$ cat src/rtl/wdt_pkg.sv
// Shared offsets, unlock keys, lock states and STATUS bit positions for the watchdog register interface.
package wdt_pkg;

    localparam logic [2:0] OFF_CNTL   = 3'd0;
    localparam logic [2:0] OFF_CNTH   = 3'd1;
    localparam logic [2:0] OFF_RELL   = 3'd2;
    localparam logic [2:0] OFF_RELH   = 3'd3;
    localparam logic [2:0] OFF_CONFIG = 3'd4;
    localparam logic [2:0] OFF_KEY    = 3'd5;
    localparam logic [2:0] OFF_STATUS = 3'd6;

    localparam logic [7:0] KEY1_VAL = 8'h55;
    localparam logic [7:0] KEY2_VAL = 8'hAA;

    localparam int STS_UNLOCKED = 0;
    localparam int STS_KEY1     = 1;
    localparam int STS_STICKY   = 2;

    typedef enum logic [1:0] {
        LOCKED   = 2'd0,
        KEY1     = 2'd1,
        UNLOCKED = 2'd2
    } wdt_lock_e;

    function automatic logic is_protected(input logic [2:0] off);
        return (off == OFF_RELL) || (off == OFF_RELH) || (off == OFF_CONFIG);
    endfunction

endpackage

$ cat src/rtl/wdt_unlock_fsm.sv
// Two-byte key unlock FSM with timed window, violation pulse and sticky flag.
// State, window and violation are registered: they take effect the cycle after the write; no backpressure.
module wdt_unlock_fsm
    import wdt_pkg::*;
#(
    parameter int UNLOCK_WINDOW = 16
) (
    input  logic       clk,
    input  logic       reset,
    input  logic       i_wr_hit,
    input  logic [2:0] i_off,
    input  logic [7:0] i_wdata,
    output logic       o_protected_ok,
    output wdt_lock_e  o_state,
    output logic       o_sticky,
    output logic       o_violation
);

    localparam logic [7:0] WIN_INIT = 8'(UNLOCK_WINDOW);

    wdt_lock_e  r_state;
    logic [7:0] r_window;
    logic       r_sticky;
    logic       r_violation;

    logic w_key_wr;
    logic w_prot_wr;
    logic w_cfg_wr;
    logic w_clr;
    logic w_viol;

    assign w_key_wr  = i_wr_hit && (i_off == OFF_KEY);
    assign w_prot_wr = i_wr_hit && is_protected(i_off);
    assign w_cfg_wr  = i_wr_hit && (i_off == OFF_CONFIG);
    assign w_clr     = i_wr_hit && (i_off == OFF_STATUS) && i_wdata[STS_STICKY];

    // In KEY1 anything except the second key byte aborts the sequence.
    always_comb begin
        w_viol = 1'b0;
        case (r_state)
            LOCKED:   w_viol = w_prot_wr;
            KEY1:     w_viol = i_wr_hit && !(w_key_wr && (i_wdata == KEY2_VAL));
            default:  w_viol = 1'b0;
        endcase
    end

    always_ff @(posedge clk) begin
        if (reset) begin
            r_state     <= LOCKED;
            r_window    <= 8'd0;
            r_sticky    <= 1'b0;
            r_violation <= 1'b0;
        end else begin
            r_violation <= w_viol;
            if (w_viol)
                r_sticky <= 1'b1;
            else if (w_clr)
                r_sticky <= 1'b0;

            case (r_state)
                LOCKED: begin
                    if (w_key_wr && (i_wdata == KEY1_VAL))
                        r_state <= KEY1;
                end
                KEY1: begin
                    if (w_key_wr && (i_wdata == KEY2_VAL)) begin
                        r_state  <= UNLOCKED;
                        r_window <= WIN_INIT;
                    end else if (i_wr_hit) begin
                        r_state <= LOCKED;
                    end
                end
                UNLOCKED: begin
                    // Window value 1 is the last accepted cycle.
                    if (w_key_wr || w_cfg_wr || (r_window == 8'd1)) begin
                        r_state  <= LOCKED;
                        r_window <= 8'd0;
                    end else begin
                        r_window <= r_window - 8'd1;
                    end
                end
                default: begin
                    r_state  <= LOCKED;
                    r_window <= 8'd0;
                end
            endcase
        end
    end

    assign o_protected_ok = (r_state == UNLOCKED);
    assign o_state        = r_state;
    assign o_sticky       = r_sticky;
    assign o_violation    = r_violation;

endmodule

$ cat src/rtl/wdt_regif.sv
// Byte-wide CPU I/O window onto the watchdog counter, reload and config registers.
// Write strobes and read data are registered (1 cycle); single-cycle accesses, no backpressure.
module wdt_regif
    import wdt_pkg::*;
#(
    parameter logic [7:0] BASE_ADDR     = 8'h40,
    parameter int         UNLOCK_WINDOW = 16
) (
    input  logic        clk,
    input  logic        reset,
    input  logic [7:0]  addr,
    input  logic [7:0]  wdata,
    input  logic        wr,
    input  logic        rd,
    output logic [7:0]  rdata,
    input  logic [15:0] wd_counter_rd,
    input  logic [15:0] wd_reload_rd,
    input  logic [7:0]  wd_config_rd,
    output logic [15:0] wd_counter_wr,
    output logic [15:0] wd_reload_wr,
    output logic [7:0]  wd_config_wr,
    output logic [1:0]  wd_counter_we,
    output logic [1:0]  wd_reload_we,
    output logic        wd_config_we,
    output logic        violation
);

    logic       w_hit;
    logic [2:0] w_off;
    logic       w_wr;
    logic       w_rd;
    logic       w_prot_ok;
    wdt_lock_e  w_state;
    logic       w_sticky;
    logic [7:0] w_status;
    logic [7:0] w_rmux;
    logic       w_rell_ok;
    logic       w_relh_ok;
    logic       w_cfg_ok;

    logic [7:0]  r_rdata;
    logic [7:0]  r_shadow;
    logic [15:0] r_counter_wr;
    logic [15:0] r_reload_wr;
    logic [7:0]  r_config_wr;
    logic [1:0]  r_counter_we;
    logic [1:0]  r_reload_we;
    logic        r_config_we;

    assign w_hit = (addr[7:3] == BASE_ADDR[7:3]);
    assign w_off = addr[2:0];
    assign w_wr  = w_hit && wr;
    assign w_rd  = w_hit && rd && !wr;

    wdt_unlock_fsm #(
        .UNLOCK_WINDOW (UNLOCK_WINDOW)
    ) u_fsm (
        .clk            (clk),
        .reset          (reset),
        .i_wr_hit       (w_wr),
        .i_off          (w_off),
        .i_wdata        (wdata),
        .o_protected_ok (w_prot_ok),
        .o_state        (w_state),
        .o_sticky       (w_sticky),
        .o_violation    (violation)
    );

    assign w_rell_ok = w_wr && w_prot_ok && (w_off == OFF_RELL);
    assign w_relh_ok = w_wr && w_prot_ok && (w_off == OFF_RELH);
    assign w_cfg_ok  = w_wr && w_prot_ok && (w_off == OFF_CONFIG);

    always_comb begin
        w_status               = 8'h00;
        w_status[STS_UNLOCKED] = (w_state == UNLOCKED);
        w_status[STS_KEY1]     = (w_state == KEY1);
        w_status[STS_STICKY]   = w_sticky;
    end

    always_comb begin
        w_rmux = 8'h00;
        case (w_off)
            OFF_CNTL:   w_rmux = wd_counter_rd[7:0];
            OFF_CNTH:   w_rmux = r_shadow;
            OFF_RELL:   w_rmux = wd_reload_rd[7:0];
            OFF_RELH:   w_rmux = wd_reload_rd[15:8];
            OFF_CONFIG: w_rmux = wd_config_rd;
            OFF_STATUS: w_rmux = w_status;
            default:    w_rmux = 8'h00;
        endcase
    end

    always_ff @(posedge clk) begin
        if (reset) begin
            r_rdata      <= 8'h00;
            r_shadow     <= 8'h00;
            r_counter_wr <= 16'h0000;
            r_reload_wr  <= 16'h0000;
            r_config_wr  <= 8'h00;
            r_counter_we <= 2'b00;
            r_reload_we  <= 2'b00;
            r_config_we  <= 1'b0;
        end else begin
            r_counter_we <= {w_wr && (w_off == OFF_CNTH), w_wr && (w_off == OFF_CNTL)};
            r_reload_we  <= {w_relh_ok, w_rell_ok};
            r_config_we  <= w_cfg_ok;
            if (w_wr && ((w_off == OFF_CNTL) || (w_off == OFF_CNTH)))
                r_counter_wr <= {wdata, wdata};
            if (w_rell_ok || w_relh_ok)
                r_reload_wr <= {wdata, wdata};
            if (w_cfg_ok)
                r_config_wr <= wdata;
            if (w_rd) begin
                r_rdata <= w_rmux;
                // High byte captured with the low byte so a CNTL/CNTH pair is coherent.
                if (w_off == OFF_CNTL)
                    r_shadow <= wd_counter_rd[15:8];
            end
        end
    end

    assign rdata         = r_rdata;
    assign wd_counter_wr = r_counter_wr;
    assign wd_reload_wr  = r_reload_wr;
    assign wd_config_wr  = r_config_wr;
    assign wd_counter_we = r_counter_we;
    assign wd_reload_we  = r_reload_we;
    assign wd_config_we  = r_config_we;

endmodule

$ cat config.mk
export PLATFORM = sky130hd
export DESIGN_NAME = wdt_regif
export DESIGN_NICKNAME = d
export VERILOG_FILES = /design/src/rtl/wdt_pkg.sv /design/src/rtl/wdt_unlock_fsm.sv /design/src/rtl/wdt_regif.sv
export SDC_FILE = /design/constraint.sdc
export NUM_CORES = 1
export LEC_CHECK = 0
export BUFFER_PORTS_ARGS = -buffer_cell sky130_fd_sc_hd__buf_2
export CAP_MARGIN = 10
export CORE_MARGIN = 2
export CORE_UTILIZATION = 30
export CTS_CLUSTER_DIAMETER = 50
export DETAILED_ROUTE_END_ITERATION = 10
export PLACE_DENSITY = 0.61
export SYNTH_ARGS = -nofsm -noshare
export SYNTH_HDL_FRONTEND = slang
export SYNTH_SLANG_ARGS = --single-unit
export TNS_END_PERCENT = 5
$ cat constraint.sdc
create_clock -name clk -period 5.25 [get_ports clk]
set_input_delay 0.525 -clock clk [delete_from_list [all_inputs] [get_ports clk]]
set_output_delay 0.525 -clock clk [all_outputs]
set_load 0.01 [all_outputs]
; After elaboration in Yosys (flattened, before gate mapping)
; Cells that the tools add are included.
[word_totals]
register_bits = 73
out_inout_bits = 54
[classes]
eq_ne = 16
reduce_logical = 32
muxes = 12
addsub = 1
bitwise = 1
[op_table]
columns = operator, count
row1 = 8-bit case mux with 6 select lines, 1
row2 = 8-bit case mux with 3 select lines, 1
row3 = 1-bit logical AND, 18
row4 = 8-bit two-way mux, 2
row5 = 3-bit equality test (second input constant), 3
row6 = 8-bit by 1-bit equality test with 1-bit output (second input constant), 1
row7 = 8-bit by 7-bit equality test with 1-bit output (second input constant), 1
row8 = 8-bit equality test (second input constant), 1
row9 = 2-bit two-way mux, 4
row10 = 8-bit by 1-bit subtractor with 8-bit output (second input constant), 1
row11 = 3-bit by 2-bit equality test with 1-bit output (second input constant), 2
row12 = 1-bit logical OR, 6
row13 = 2-bit by 1-bit != test with 1-bit output (second input constant), 3
row14 = 2-bit case mux with 3 select lines, 1
row15 = 5-bit by 4-bit equality test with 1-bit output (second input constant), 1
row16 = 2-bit AND reduction, 2
row17 = 3-bit by 1-bit equality test with 1-bit output (second input constant), 1
row18 = 3-bit logical NOT, 1
row19 = 3-bit by 1-bit != test with 1-bit output (second input constant), 1
row20 = 3-bit AND reduction, 1
row21 = 2-bit by 1-bit equality test with 1-bit output (second input constant), 1
row22 = 2-bit equality test (second input constant), 1
row23 = 1-bit logical NOT, 2
row24 = 2-bit logical NOT, 1
row25 = other kinds (4), 5

; Depth between registers and ports, before layout
; Gate-level depths: netlist (run 1).
[logic_depth]
ltp_word = 8
depth_mapped = 7
depth_no_buf = 7

; By module
; From an unflattened synthesis (run 1), not the netlist that was laid out.
[unflattened]
hier_cells = 322
area_unflattened_um2 = 2990.4
[by_module_without_submodules]
columns = mod, instances, cells_each, area_each_um2
row1 = wdt_regif, 1, 223, 2153.3
row2 = wdt_unlock_fsm, 1, 99, 837.1

; Worst setup path before layout (run 1)
; OpenSTA, ideal clock, no wires.
[synth_path]
kind = input -> register
start = in addr[5]
end = reg u_fsm.r_window[6]
required_ns = 5.180
arrival_time_ns = 2.465
stages = 6
setup_time_ns = 0.070
slack_ns = 2.715
path_buffers = 1
path_cell_list = or4bb_4 > or3_4 > o31a_1 > buf_6 > or4_1 > a21oi_1
[synth_via]
elab_chain_cells = 7
elab_cells_between_ends = 11
classes_between = eq/ne: 2 / mux: 2 / reduce/logical: 7
[synth_lines]
columns = element, line
row1 = start: declaration, wdt_regif.sv:11  ; input logic [7:0] addr,
row2 = 5-bit by 4-bit equality test with 1-bit output *, wdt_regif.sv:50  ; assign w_hit = (addr[7:3] == BASE_ADDR[7:3]);
row3 = 1-bit logical AND *, wdt_regif.sv:52  ; assign w_wr = w_hit && wr;
row4 = 1-bit logical AND (on tied branches), "wdt_unlock_fsm.sv:32, wdt_unlock_fsm.sv:34"
row5 = 1-bit logical OR (2 in series), wdt_unlock_fsm.sv:75  ; if (w_key_wr || w_cfg_wr || (r_window == 8'd1)) begin
row6 = 8-bit two-way mux, wdt_unlock_fsm.sv:75
row7 = 8-bit case mux with 3 select lines, wdt_unlock_fsm.sv:60  ; case (r_state)
row8 = end signal: assignment, wdt_unlock_fsm.sv:79  ; r_window <= r_window - 8'd1;
row9 = end: declaration, wdt_unlock_fsm.sv:22  ; logic [7:0] r_window;
; Mark *: on every way between the ends. The rest lies on a longest branch, timed or not.
; A chain may end at the register's enable or synchronous reset.

; Worst setup path in the final report (run 1)
[layout_path]
start = in addr[4]
end = reg r_shadow[1]
[layout_via]
elab_chain_cells = 4
[layout_lines]
columns = element, line
row1 = 5-bit by 4-bit equality test with 1-bit output, wdt_regif.sv:50
row2 = 1-bit logical AND (2 in series), wdt_regif.sv:53  ; assign w_rd = w_hit && rd && !wr;
row3 = 2-bit AND reduction (no line), -
row4 = end signal: assignment, wdt_regif.sv:117  ; r_shadow <= wd_counter_rd[15:8];
row5 = end: declaration, wdt_regif.sv:42  ; logic [7:0] r_shadow;
; Every way passes these cells.

==> flow_metrics.py, run 1 <==
metrics = {
    "run_status": {
        "status": "finished clean",
    },
    "cts": {
        "clkTransAtPathRegs_ns": 0.07,
        "cts-root-buf": "clkbuf_8",
        "clock_latency_ns": 0.33,
        "cts_max_level": 3,
        "cts.repair.resized": 0,
        "cts_buffers": 9,
        "cts_setup_buffers": 0,
        "cts_sinks": 57,
        "hold_buffers": 0,
        "cts_tree": "yes",
        "clockBufferDepth": 2,
    },
    "global_routing": {
        "overflow": 0,
        "antenna_found_initial": 0,
        "grt_pass1_vias": 2420,
        "grt_max_degree": 52,
        "grt_pass1_wl_um": 11700,
        "grt_use_total_pct": 14.8,
    },
    "route": {
        "antenna_left": 0,
        "first_pass_iters": 4,
        "drtIter0Drc": 90,
        "drcViolationCount": 0,
        "wl_um": 7510,
        "via_per_inst": 4.91,
        "vias": 2585,
        "wl_per_cell_um": 14.3,
    },
    "power": {
        "pwr-share-comb_pct": 6.9,
        "p_int_uw": 769,
        "clkPwrFrac_pct": 48.6,
        "power_density_mw_per_mm2": 272,
        "pwr-share-seq_pct": 44.5,
        "total_leakage_power_nw": 1.77,
        "total_power_uw": 974,
        "switching_share_pct": 21.0,
        "switching_power_uw": 205,
        "vdd_ir_drop_max_mv": 0.137,
    },
    "logic_synthesis": {
        "avgSynthCellArea_um2": 8.93,
        "yosysWarnings": 0,
        "synth_fp_nets": 381,
        "synth_edf_count": 0,
        "ys.flop_type": "dfxtp_1",
        "ys_seq_area_share_pct": 40.4,
        "netlist_instances": 316,
        "synth_area_mm2": 0.00282,
        "synthArstFlopShare_pct": 0,
        "ys_ff_latch": 57,
        "yosysUniqueCellTypes": 46,
    },
    "placed_design": {
        "dp.final_hpwl_um": 5470,
        "port_buffers": 113,
        "gp_congestion": 0.849,
        "placed_area_mm2": 0.00335,
    },
    "die": {
        "die_x_um": 101,
        "dieArea_mm2": 0.0102,
        "fp-row-count": 35,
        "ios": 114,
        "core-area_mm2": 0.00920,
        "fp.dieH_um": 101,
        "start_util_pct": 30.7,
    },
    "hold_path": {
        "worstHoldStart": "wd_counter_rd[11]",
        "hold_class": "input pin to register",
    },
    "timing": {
        "slew_headroom_pct": 25.3,
        "fin_skew_ns": 0.00758,
        "timing.fmax_mhz": 383,
        "hold_viol": 0,
        "finalCriticalPeriod_ns": 2.61,
        "setup_tns_ns": 0,
        "final_max_slew_viol_count": 0,
        "finalSetupViolations": 0,
        "worstMarginPinSlew_ns": 1.11,
        "rsz0062_at_grt": "false",
        "finalCritPeriodShare_pct": 49.7,
    },
    "flow_run": {
        "cap_violations": 0,
    },
    "layout": {
        "layout-drive-gt1-share_pct": 34.2,
        "area_delta_synth_final_pct": 26.8,
        "fin_nets": 476,
        "design_area_mm2": 0.00358,
        "antenna_cells": 0,
    },
    "setup_path": {
        "crit_path_end_kind": "register",
        "critical_path_class": "input pin to register",
        "start_kind": "input pin",
        "worst-path-max-fanout": 15,
        "slowest_delay_ns": 1.09,
        "r2r_start": "u_fsm.o_state[0]",
        "crit_slowest_cell": "nor4_1",
        "startpoint": "addr[4]",
        "worst-endpoint-arrival_ns": 2.86,
        "cp_data_required_time_ns": 5.50,
        "crit_chain": "buf_2, nor3_1, nand4_1, nor4_1, nand2_1, a21oi_1",
    },
}
## power by group through the flow
stage	sequential [mW]	combinational (mW)	clock (mW)
finish	0.433	0.0675	0.473
global route	0.433	0.0741	0.510
CTS	0.433	0.0683	0.488
detailed placement	0.443	0.0682	0
global placement	0.443	0.0677	0
floorplan	0.443	0.0335	0
## kinds of logic after synthesis
| logic type | count (synthesis) | share of synthesized area, % |
|---|---|---|
| buffers and inverters | 39 | 7.58 |
| flip-flops | 57 | 40.4 |
| adder cells (fa/ha/maj) | 5 | 2.22 |
| AND/OR/NAND/NOR | 122 | 22.0 |
| multiplexers | 40 | 16.2 |
| XOR/XNOR | 2 | 0.621 |
| AO/OA/AOI/OAI | 51 | 10.9 |
## cell usage in the layout, fill, tap and decap left out, types with 3 or more instances in the layout
cell	instances
nand2_1	24
mux2i_1	31
o21ai_0	8
a21oi_1	24
mux2_2	5
clkbuf_8	12
nor3_1	5
inv_1	10
ha_1	5
nor4bb_1	4
nor4_1	4
nand2b_1	7
nand3_1	11
nor2_1	44
nand3b_1	3
dfxtp_1	57
a22oi_1	3
or4_1	3
mux4_2	4
buf_2	113
o22ai_1	3
nor2b_1	4
## synthesized netlist by cell type, types with 4 or more instances
cell type	instances	area [µm²]
o21ai_0	8	40.0
nor2_1	44	165
mux2_2	5	56.3
buf_4	16	120
nand2b_1	7	43.8
mux4_2	4	90.1
mux2i_1	31	310
nor2b_1	4	25.0
nor4_1	4	25.0
inv_1	10	37.5
nand3_1	11	55.1
a21oi_1	24	120
nor3_1	5	25.0
nand2_1	24	90.1
nor4bb_1	4	40.0
dfxtp_1	57	1140
clkbuf_1	11	41.3
ha_1	5	62.6
## sequential cells by signal, indices dropped and copies added (netlist names)
register	cells
wd_config_we	1
rdata	8
u_fsm.o_violation	1
wd_reload_wr	8
u_fsm.o_state	2
u_fsm.o_sticky	1
wd_counter_we	2
wd_config_wr	8
u_fsm.r_window	8
r_shadow	8
wd_counter_wr	8
wd_reload_we	2
## routing by layer
layer	share of wire, %	wire (µm)	vias to the layer above	track usage (%)
met3	6.0	452	8	3.61
li1	-	-	1292	-
met5	0	0	-	0
met4	1.2	92	0	5.61
met1	46	3440	1198	18.6
met2	47	3530	87	24.5
## stage by stage
step                hold slack, ns  util (%)  setup slack [ns]  instances
detailed placement           0.447      36.4              2.29        511
floorplan                    0.429         -              2.71        316
CTS                          0.423      38.9              2.63        526
global route                 0.446      38.9              2.38        526
global placement             0.439      36.4              2.38        511
finish                       0.438      38.9              2.64        526
## layout make-up
class	instances	area [µm²]
clock buffer	13	169
clock inverter	2	60.1
sequential	57	1140
timing repair buffer	113	566
tap	111	139
fill	950	5620
inverter	10	37.5
multi-input combinational	220	1470
## worst paths after layout
check                                    endpoint  slack, ns  cells after the start
worst min register to register        r_shadow[0]       0.46                      2
worst min-delay path                  r_shadow[3]       0.44                      3
worst max-delay path                  r_shadow[1]       2.64                      6
worst max register to register  u_fsm.r_window[5]       3.25                      6
## critical path, delay by kind of cell
| kind | cells | cell delay (ns) |
|---|---|---|
| AOI/OAI and AO/OA | 1 | 0.18 |
| buffers and inverters | 1 | 0.12 |
| and+or+nand+nor | 4 | 2.04 |
(Power assumes the default switching activity.)
==> run 2, diff against run 1 <==
--- a/config.mk
+++ b/config.mk
@@ -5,13 +5,14 @@
 export SDC_FILE = /design/constraint.sdc
 export NUM_CORES = 1
 export LEC_CHECK = 0
+export ABC_AREA = 1
 export BUFFER_PORTS_ARGS = -buffer_cell sky130_fd_sc_hd__buf_2
 export CAP_MARGIN = 10
 export CORE_MARGIN = 2
 export CORE_UTILIZATION = 30
 export CTS_CLUSTER_DIAMETER = 50
 export DETAILED_ROUTE_END_ITERATION = 10
-export PLACE_DENSITY = 0.61
+export PLACE_DENSITY = 0.63
 export SYNTH_ARGS = -nofsm -noshare
 export SYNTH_HDL_FRONTEND = slang
 export SYNTH_SLANG_ARGS = --single-unit
==> constraint.sdc (replaced) <==
create_clock -name clk -period 2.3 [get_ports clk]
set_input_delay 0.23 -clock clk [delete_from_list [all_inputs] [get_ports clk]]
set_output_delay 0.23 -clock clk [all_outputs]
set_load 0.01 [all_outputs]
==> flow_metrics.py, run 2 <==
metrics = {
    "flow_run": {
        "cap_violations": 0,
    },
    "cts": {
        "cts_sinks": 57,
        "cts_tree": "yes",
        "clockBufferDepth": 2,
        "clkTransAtPathRegs_ns": 0.07,
        "cts_buffers": 9,
        "cts_max_level": 3,
        "cts-root-buf": "clkbuf_8",
        "clock_latency_ns": 0.34,
        "cts_setup_buffers": 0,
        "cts.repair.resized": 0,
        "hold_buffers": 0,
    },
    "logic_synthesis": {
        "netlist_instances": 410,
        "yosys.area.top_type": "dfxtp_1",
        "synth_common_cells": "73 x nand2_1, 57 x dfxtp_1, 54 x inv_1, 47 x a21oi_1, 43 x nor2_1",
        "synthTopCellsByArea": "dfxtp_1 39%, nand2_1 9.5%, a21oi_1 8.1%",
        "synth_fp_nets": 475,
        "yosysUniqueCellTypes": 32,
        "synth_edf_count": 0,
        "synthArstFlopShare_pct": 0,
        "ys_seq_area_share_pct": 39.4,
        "ys_ff_latch": 57,
        "yosysMostFrequentCell": "nand2_1",
        "yosysWarnings": 0,
        "synth_area_mm2": 0.00290,
        "yosysTopAreaCellShare_pct": 39.4,
        "avgSynthCellArea_um2": 7.06,
        "ys.flop_type": "dfxtp_1",
    },
    "route": {
        "drcViolationCount": 0,
        "drtIter0Drc": 132,
        "wl_per_cell_um": 12.5,
        "vias": 2919,
        "first_pass_iters": 5,
        "via_per_inst": 4.53,
        "antenna_left": 0,
        "wl_um": 8050,
    },
    "setup_path": {
        "start_kind": "register",
        "worst-path-max-fanout": 5,
        "startpoint": "u_fsm.o_state[0]",
        "critical_path_class": "register to register",
        "worst-endpoint-arrival_ns": 1.88,
        "cp_data_required_time_ns": 2.59,
        "crit_path_end_kind": "register",
        "r2r_start": "u_fsm.o_state[0]",
    },
    "placed_design": {
        "placed_area_mm2": 0.00345,
        "placedCellCount": 628,
        "dp.final_hpwl_um": 6160,
        "gp_congestion": 0.849,
        "port_buffers": 113,
    },
    "timing": {
        "fin_skew_ns": 0.00902,
        "rsz0062_at_grt": "false",
        "finalCritPeriodShare_pct": 69.1,
        "setup_tns_ns": 0,
        "hold_viol": 0,
        "finalSetupViolations": 0,
        "worstMarginPinSlew_ns": 0.520,
        "finalCriticalPeriod_ns": 1.59,
        "final_max_slew_viol_count": 0,
        "holdWs_ns": 0.158,
        "slew_headroom_pct": 65.2,
        "timing.fmax_mhz": 629,
    },
    "layout": {
        "design_area_mm2": 0.00367,
        "layout-drive-gt1-share_pct": 29.5,
        "nFillCells": 1009,
        "area_delta_synth_final_pct": 26.8,
        "antenna_cells": 0,
        "fin_nets": 575,
        "final_cell_mix": "113 x buf_2, 73 x nand2_1, 57 x dfxtp_1, 54 x inv_1, 47 x a21oi_1",
        "stdcell_count": 644,
        "mostFrequentLayoutCell": "buf_2",
    },
    "global_routing": {
        "grt_pass1_vias": 2720,
        "grt_pass1_wl_um": 12500,
        "antenna_found_initial": 0,
        "grt_use_total_pct": 15.4,
        "grt_max_degree": 32,
        "overflow": 0,
    },
    "die": {
        "core-area_mm2": 0.00928,
        "fp.dieH_um": 102,
        "start_util_pct": 31.2,
        "dieArea_mm2": 0.0105,
        "ios": 114,
        "die_x_um": 102,
        "fp-row-count": 35,
    },
    "run_status": {
        "status": "finished clean",
    },
    "power": {
        "total_leakage_power_nw": 1.80,
        "total_power_mw": 2.77,
        "vdd_ir_drop_max_mv": 0.242,
        "power_density_mw_per_mm2": 754,
    },
    "hold_path": {
        "hold_class": "input pin to register",
        "worstHoldStart": "wd_counter_rd[8]",
    },
}
==> run 2: cell count changes in the layout (fill, tap and decap cells not counted), sizes merged, moves of 5 or more <==
cell / before / now
mux2: 5 / 0
nand2: 24 / 76
inv: 10 / 61
a21oi: 24 / 50
nand4: 1 / 12
o21ai: 8 / 47
nand3: 11 / 22
mux2i: 31 / 0
nand2b: 7 / 0
==> run 2: kinds of logic (layout without fill, tap and decap cells) <==
family	count (synthesis)	after routing	synth area share, %
and+or+nand+nor	160	160	25.2
AOI/OAI and AO/OA	100	100	18.5
xor gates and xnor gates	1	1	0.303
buffers and inverters	87	192	14.4
DFF	57	57	39.4
adders and majority gates	5	5	2.16
==> run 2: metal layers <==
layer / global-route usage (%) / share of wire [%] / up-vias
met5: 0 / 0 / -
met4: 6.36 / 1.8 / 0
met3: 4.10 / 5.2 / 14
li1: - / - / 1514
met1: 17.7 / 44 / 1298
met2: 27.0 / 49 / 93
==> run 2: final timing paths <==
path,cells after the start,to,slack [ns]
worst max register to register,10,u_fsm.r_window[5],0.71
worst min register to register,2,wd_config_wr[3],0.44
worst min-delay path,3,r_shadow[0],0.16
worst max-delay path,10,u_fsm.r_window[5],0.71
==> run 2: critical path, stage by stage (launching register included) <==
cell and delay, ns:
dfxtp_1 0.33, inv_1 0.09, ha_1 0.25, inv_1 0.09, nor2_1 0.19, nand3_1 0.22
nor2_1 0.14, nor2_1 0.06, nor2_1 0.08, nand2_1 0.05, inv_1 0.04
==> run 2: final cells by class <==
cell class,instances,area (µm²),area share [%]
multi-input cells,266,1340,36.4
inverters,61,231,6.31
flip-flops and latches,57,1140,31.1
clock inverters,5,78.8,2.15
repair buffers,115,581,15.8
clock buffers,11,141,3.85
well taps,129,161,4.40
==> run 2: power breakdown <==
part           switching [mW]  internal, mW
Clock                   0.419         0.638
Sequential             0.0446          1.04
Combinational           0.399         0.228
==> run 2: metrics by stage <==
| step | setup slack, ns | util (%) |
|---|---|---|
| finish | 0.710 | 39.5 |
| global route | 0.504 | 39.5 |
| CTS | 0.701 | 39.5 |
| detailed placement | 0.572 | 37.2 |
| global placement | 0.597 | 37.2 |
| floorplan | 0.973 | - |
